<file path="src/rtl/uart_rx_engine.sv">
// UART receive engine: oversampled start/data/parity/stop framing with a
// three-sample majority vote per bit, parity/stop/break flags, and a
// one-cycle Data_Valid pulse for each error-free frame.
//
// Handshake: there is no back-pressure. Data_Valid (or Break_Detect) is a
// one-cycle pulse in the cycle P_DATA/Parity_Error/Stop_Error first show the
// completed frame; those levels hold until the next completed frame.
module uart_rx_engine #(
   parameter int DATA_WIDTH = 8,
   parameter int OVERSAMPLE = 8
) (
   input  logic                  CLK,
   input  logic                  RST,
   input  logic                  Serial_Data,
   input  logic                  Parity_Enable,
   input  logic                  Parity_Type,
   input  logic                  Two_Stop,
   output logic [DATA_WIDTH-1:0] P_DATA,
   output logic                  Data_Valid,
   output logic                  Parity_Error,
   output logic                  Stop_Error,
   output logic                  Break_Detect,
   output logic                  Busy,
   output logic [2:0]            Dbg_State
);

   localparam int EW = $clog2(OVERSAMPLE);
   localparam int BW = (DATA_WIDTH > 1) ? $clog2(DATA_WIDTH) : 1;
   localparam logic [EW-1:0] EDGE_LAST = EW'(OVERSAMPLE - 1);
   localparam logic [EW-1:0] SAMP_A    = EW'(OVERSAMPLE / 2 - 1);
   localparam logic [EW-1:0] SAMP_B    = EW'(OVERSAMPLE / 2);
   localparam logic [EW-1:0] SAMP_C    = EW'(OVERSAMPLE / 2 + 1);
   localparam logic [BW-1:0] IDX_LAST  = BW'(DATA_WIDTH - 1);

   typedef enum logic [2:0] {
      S_IDLE   = 3'd0,
      S_START  = 3'd1,
      S_DATA   = 3'd2,
      S_PARITY = 3'd3,
      S_STOP1  = 3'd4,
      S_STOP2  = 3'd5
   } state_t;

   state_t                state_q, state_d;
   logic [EW-1:0]         edge_q, edge_d;
   logic [BW-1:0]         idx_q, idx_d;
   logic [1:0]            ones_q, ones_d;
   logic [DATA_WIDTH-1:0] shreg_q, shreg_d;
   logic                  par_en_q, par_en_d;
   logic                  par_type_q, par_type_d;
   logic                  two_stop_q, two_stop_d;
   logic                  pe_q, pe_d;
   logic                  se_q, se_d;
   logic                  any_one_q, any_one_d;
   logic [DATA_WIDTH-1:0] p_data_q, p_data_d;
   logic                  par_err_q, par_err_d;
   logic                  stop_err_q, stop_err_d;
   logic                  dv_q, dv_d;
   logic                  brk_q, brk_d;

   logic                  bit_end;
   logic                  samp_hit;
   logic [1:0]            ones_now;
   logic                  vote;
   logic                  frame_done;
   logic                  start_frame;

   // The vote includes the current sample so that small OVERSAMPLE values,
   // whose last sample edge coincides with the bit end, still see all three.
   assign bit_end     = (edge_q == EDGE_LAST);
   assign samp_hit    = (edge_q == SAMP_A) || (edge_q == SAMP_B) || (edge_q == SAMP_C);
   assign ones_now    = ones_q + {1'b0, samp_hit & Serial_Data};
   assign vote        = ones_now[1];
   assign frame_done  = bit_end && (((state_q == S_STOP1) && !two_stop_q) || (state_q == S_STOP2));
   // A low line at the final stop bit end is the next start bit already.
   assign start_frame = !Serial_Data && ((state_q == S_IDLE) || frame_done);

   // State register.
   always_ff @(posedge CLK) begin
      if (RST) state_q <= S_IDLE;
      else     state_q <= state_d;
   end

   // Next-state decisions, all taken at the bit end except leaving IDLE.
   always_comb begin
      state_d = state_q;
      case (state_q)
         S_IDLE:   if (!Serial_Data) state_d = S_START;
         S_START:  if (bit_end) state_d = vote ? S_IDLE : S_DATA;
         S_DATA:   if (bit_end && (idx_q == IDX_LAST)) state_d = par_en_q ? S_PARITY : S_STOP1;
         S_PARITY: if (bit_end) state_d = S_STOP1;
         S_STOP1:  if (bit_end) state_d = two_stop_q ? S_STOP2 : (Serial_Data ? S_IDLE : S_START);
         S_STOP2:  if (bit_end) state_d = Serial_Data ? S_IDLE : S_START;
         default:  state_d = S_IDLE;
      endcase
   end

   // Outputs derived from the state register.
   always_comb begin
      Busy      = (state_q != S_IDLE);
      Dbg_State = state_q;
   end

   // Datapath next values: counters, vote accumulation, frame flags, results.
   always_comb begin
      edge_d     = edge_q;
      idx_d      = idx_q;
      ones_d     = ones_q;
      shreg_d    = shreg_q;
      par_en_d   = par_en_q;
      par_type_d = par_type_q;
      two_stop_d = two_stop_q;
      pe_d       = pe_q;
      se_d       = se_q;
      any_one_d  = any_one_q;
      p_data_d   = p_data_q;
      par_err_d  = par_err_q;
      stop_err_d = stop_err_q;
      dv_d       = 1'b0;
      brk_d      = 1'b0;
      if (state_q == S_IDLE) begin
         edge_d = '0;
         ones_d = 2'd0;
      end else begin
         edge_d = bit_end ? '0 : edge_q + EW'(1);
         ones_d = bit_end ? 2'd0 : ones_now;
      end
      if (bit_end) begin
         case (state_q)
            S_DATA: begin
               shreg_d[idx_q] = vote;
               idx_d          = idx_q + BW'(1);
               if (vote) any_one_d = 1'b1;
            end
            S_PARITY: begin
               pe_d = vote ^ (^shreg_q) ^ par_type_q;
               if (vote) any_one_d = 1'b1;
            end
            S_STOP1, S_STOP2: begin
               if (vote) any_one_d = 1'b1;
               else      se_d      = 1'b1;
            end
            default: ;
         endcase
      end
      if (frame_done) begin
         p_data_d   = shreg_q;
         par_err_d  = pe_q;
         stop_err_d = se_q | ~vote;
         brk_d      = ~(any_one_q | vote);
         dv_d       = ~pe_q & ~se_q & vote;
      end
      if (start_frame) begin
         idx_d      = '0;
         pe_d       = 1'b0;
         se_d       = 1'b0;
         any_one_d  = 1'b0;
         par_en_d   = Parity_Enable;
         par_type_d = Parity_Type;
         two_stop_d = Two_Stop;
      end
   end

   // Datapath registers.
   always_ff @(posedge CLK) begin
      if (RST) begin
         edge_q     <= '0;
         idx_q      <= '0;
         ones_q     <= 2'd0;
         shreg_q    <= '0;
         par_en_q   <= 1'b0;
         par_type_q <= 1'b0;
         two_stop_q <= 1'b0;
         pe_q       <= 1'b0;
         se_q       <= 1'b0;
         any_one_q  <= 1'b0;
         p_data_q   <= '0;
         par_err_q  <= 1'b0;
         stop_err_q <= 1'b0;
         dv_q       <= 1'b0;
         brk_q      <= 1'b0;
      end else begin
         edge_q     <= edge_d;
         idx_q      <= idx_d;
         ones_q     <= ones_d;
         shreg_q    <= shreg_d;
         par_en_q   <= par_en_d;
         par_type_q <= par_type_d;
         two_stop_q <= two_stop_d;
         pe_q       <= pe_d;
         se_q       <= se_d;
         any_one_q  <= any_one_d;
         p_data_q   <= p_data_d;
         par_err_q  <= par_err_d;
         stop_err_q <= stop_err_d;
         dv_q       <= dv_d;
         brk_q      <= brk_d;
      end
   end

   assign P_DATA       = p_data_q;
   assign Data_Valid   = dv_q;
   assign Parity_Error = par_err_q;
   assign Stop_Error   = stop_err_q;
   assign Break_Detect = brk_q;

endmodule

</file>
<file path="config.mk">
export PLATFORM = sky130hd
export DESIGN_NAME = uart_rx_engine
export DESIGN_NICKNAME = d
export VERILOG_FILES = /design/src/rtl/uart_rx_engine.sv
export SDC_FILE = /design/constraint.sdc
export NUM_CORES = 1
export LEC_CHECK = 0
export ABC_AREA = 1
export ABC_CLOCK_PERIOD_IN_PS = 4500
export CELL_PAD_IN_SITES_DETAIL_PLACEMENT = 1
export CELL_PAD_IN_SITES_GLOBAL_PLACEMENT = 1
export CORE_UTILIZATION = 25
export CTS_BUF_LIST = sky130_fd_sc_hd__clkbuf_8
export DETAILED_ROUTE_END_ITERATION = 10
export PLACE_DENSITY_LB_ADDON = 0.1
export SYNTH_ARGS = -nofsm -noshare
export SYNTH_HDL_FRONTEND = slang
export SYNTH_SLANG_ARGS = --single-unit
</file>
<file path="constraint.sdc">
create_clock -name CLK -period 4.5 [get_ports CLK]
set_input_delay 1.35 -clock CLK [delete_from_list [all_inputs] [get_ports CLK]]
set_output_delay 1.35 -clock CLK [all_outputs]
set_load 0.1 [all_outputs]
</file>
# Word-level counts from Yosys, hierarchy flattened
# Index checks and enable logic that the tools add are counted.
# totals
ff_bits	37
elab_cells	87
# op_classes
magnitude_cmp	2
n_addsub	3
mux	14
eq_ne	16
n_bitwise	12
reduce_logical	24
# ops
cell	count
3-bit 2-to-1 mux	8
3-bit == test, second input constant	6
3-bit case mux with 6 select lines	1
2-bit != test, second input constant	6
3-bit by 2-bit == test with 1-bit output, second input constant	3
8-bit bitwise mux	1
8-bit parity	1
3-bit by 1-bit adder with 3-bit output, second input constant	2
3-bit AND reduction	2
6-bit AND reduction	1
2-bit OR reduction	3
1-bit logical AND	5
1-bit inverter	5
1-bit logical OR	4
3-bit by 4-bit less-than comparator with 1-bit output, second input constant	1
2-bit AND reduction	2
4-bit OR reduction	1
1-bit AND	3
1-bit demux with 3-bit select	1
3-bit by 1-bit == test with 1-bit output, second input constant	1
3-bit by 1-bit greater-or-equal comparator with 1-bit output, second input constant	1
3-bit logical NOT	1
3-bit nonzero test	1
3-bit OR reduction	1
other kinds (6)	10

# Logic depth before layout (Yosys ltp)
# depth
depth_word	8
mapped_depth	15
ltp_nobuf	15

# Worst setup path after synthesis
# OpenSTA, ideal clock, no wires.
# synth_path
path_kind	register to output
start	register state_q[1], in the netlist Dbg_State[1]
end	output Busy
t_arrival_ps	1744
required_ps	3150
path_slack_ps	1406
path_stages_with_launch	3
cell_sequence	dfxtp_1 -> inv_2 -> nand2_2
# synth_between
elab_chain_len	1
# synth_rtl
element	line	rtl
start: declaration	44	state_t state_q, state_d;
start signal: assignment	81	else state_q <= state_d;
3-bit nonzero test	100	Busy = (state_q != S_IDLE);
end: declaration	23	output logic Busy,
# No other way between the ends.

# Worst setup path after layout
# layout_path
start	register state_q[1], in the netlist Dbg_State[1]
end	output Dbg_State[1]
# layout_rtl
element	line	rtl
end: declaration	24	output logic [2:0] Dbg_State
# No word-level cell between the ends.

==> reports/qor.txt <==
most common cell after layout, fill and taps aside - nand2_1
Chip Width - 88.5 um
minimum clock period - 3.36 ns
final WL - 4760 um
Syn-to-layout area delta - 22.7%
Setup Viol. Count Final - 0
CP required - 3.15 ns
final hold vios - 0
IO Port Bufs - 21
crit path kind - reg2out
Critical Path Source Type - register
drt pass-1 iters - 4
Starting Density - 25.8%
dpl ws - 0.924 ns
setup bufs post-CTS - 0
Antenna diodes - 0
relative slew slack - 34.7%
post-cts resize count - 0
slowest stage delay, CP - 1.21 ns
critical path arrival - 2.01 ns
pin count of the biggest net entering global routing - 20
synthesized cell area - 0.00187 mm2
fin crit share - 74.7%
Final Skew - 0.0120 ns
Clock Latency Late Sink - 0.30 ns
Final #Nets - 293
min setup slack post-route - 1.14 ns
hold path depth - 1
RR Endpoint - pe_q
CP cell instances - clkdlybuf4s50_1
core area - 0.00725 mm2
post-synthesis cell type count - 32
I/O pin total - 22
hold crit path type - reg2reg
TritonCTS clock tree - built
Root Driver - clkbuf_8
Mapped Cells - 256
Cell Pwr Density - 509 mW/mm2
Vias - 1655
RSZ-0062 raised after global routing - no
dpl hpwl - 3600 um
Leak Pwr - 0.000965 uW
Worst-path clk slew - 0.08 ns
RR Startpoint - edge_q[0]
CTS Buffer Depth - 2
Crit. End Element - output pin
outcome - finished clean
Max VDD drop - 0.264 mV
Slowest-stage cell, CP - clkdlybuf4s50_1
R2R Setup Slk - 2.31 ns
Worst Reg-to-Reg Cells - 14
DRT antenna net count - 0
Final Max Slew Viols - 0
share of layout cells above drive strength 1 - 11.0%
DR WL/cell - 12.5 um
first-pass GRT wire length - 7900 um
# clock sinks - 37
max cap viols - 0
syn nets - 269
Iteration-0 DRC Markers - 34
buffers plus inverters on the worst setup path - 1
Total Routing Usage GR - 13.4%
H-tree Lvls - 2
CTS Buf Count - 5
GRT overflow - 0
CP max FO - 5
Remaining DRCs - 0
Least-Margin Pin Slew - 0.977 ns
# rows - 31
via-per-instance ratio - 4.36
sequential area share after synthesis - 39.6%
Crit path max-delay family - buffers and inverters
Synth Register Bits - 37
Die ar. - 0.00784 mm2
vias in the first global route - 1560
RD Place Congestion - 0.709
antenna violations before repair - 0
Ys Warns - 0
CTS Hold Buffers Added - 0
beginning of the worst hold path - any_one_q
Fin Setup TNS - 0 ns
Worst Hold End - Break_Detect
Mapped Avg Cell Area - 7.31 um2
Die H - 88.5 um
FMAX - 298 MHz
most frequent cells in the layout - nand2_1, dfxtp_1, inv_1
-- worst max-delay path by stage --
| stage | start | end | depth (start not counted) |
|---|---|---|---|
| floorplan | Dbg_State[1] | Busy | 2 |
| global placement | Serial_Data | pe_q | 14 |
| detailed placement | Serial_Data | pe_q | 14 |
| CTS | Dbg_State[1] | Dbg_State[1] | 1 |
| global route | Serial_Data | pe_q | 14 |
| finish | Dbg_State[1] | Dbg_State[1] | 1 |
-- flip-flops by register name (all words and copies together) (netlist names) --
signal / count
two_stop_q: 1
par_en_q: 1
ones_q: 2
shreg_q: 8
idx_q: 3
P_DATA: 8
Dbg_State: 3
se_q: 1
Data_Valid: 1
Stop_Error: 1
pe_q: 1
Parity_Error: 1
Break_Detect: 1
par_type_q: 1
any_one_q: 1
edge_q: 3
-- cell usage after synthesis, drive strengths merged --
cell	count	area, um2
a31oi	3	18.8
o211ai	3	27.5
buf	2	16.3
clkbuf	2	7.51
clkinv	1	3.75
nand2	56	228
nand3	22	128
nor3	3	15.0
ha	7	87.6
dfxtp	37	741
nor4	1	6.26
or2	1	6.26
xnor2	2	17.5
nor2	30	160
a21oi	23	130
inv	37	141
o21ai	25	129
xor2	1	8.76
-- where the power goes --
group / internal (uW) / switching, uW / total, uW
Sequential: 355 / 38.5 / 394
Clock: 179 / 127 / 306
Combinational: 120 / 348 / 468
Total: 654 / 514 / 1170
-- kinds of logic (layout without fill, tap and decap cells) --
logic type / Yosys count / after routing / synth area share [%]
buffers and inverters: 42 / 67 / 9.02
XOR/XNOR: 3 / 3 / 1.40
flip-flops: 37 / 37 / 39.6
AND/OR/NAND/NOR: 113 / 113 / 29.0
AO/OA/AOI/OAI: 54 / 54 / 16.3
adder cells (fa/ha/maj): 7 / 7 / 4.68
-- cell type report --
class | count | area (um2)
fill | 919 | 4960
multi-input combinational | 177 | 962
clock buffer | 6 | 82.6
timing repair buffer | 21 | 208
sequential | 37 | 741
tap | 99 | 124
clock inverter | 2 | 33.8
inverter | 38 | 145
-- layer usage --
metal,wire length (um),track usage [%]
met1,2530,19.0
met2,2060,19.6
met3,141,3.17
met4,33,4.84
met5,0,0
-- per-stage QoR --
step	area [um2]	hold slack, ns	cells	utilization, %	total power, uW
finish	2300	0.456	380	31.7	1170
floorplan	1870	0.400	256	-	764
global route	2300	0.464	380	31.7	1240
CTS	2300	0.451	380	31.7	1180
detailed placement	2180	0.432	372	30.0	871
global placement	2180	0.427	372	30.0	874
Note: power is estimated with default switching activity, not from simulation.
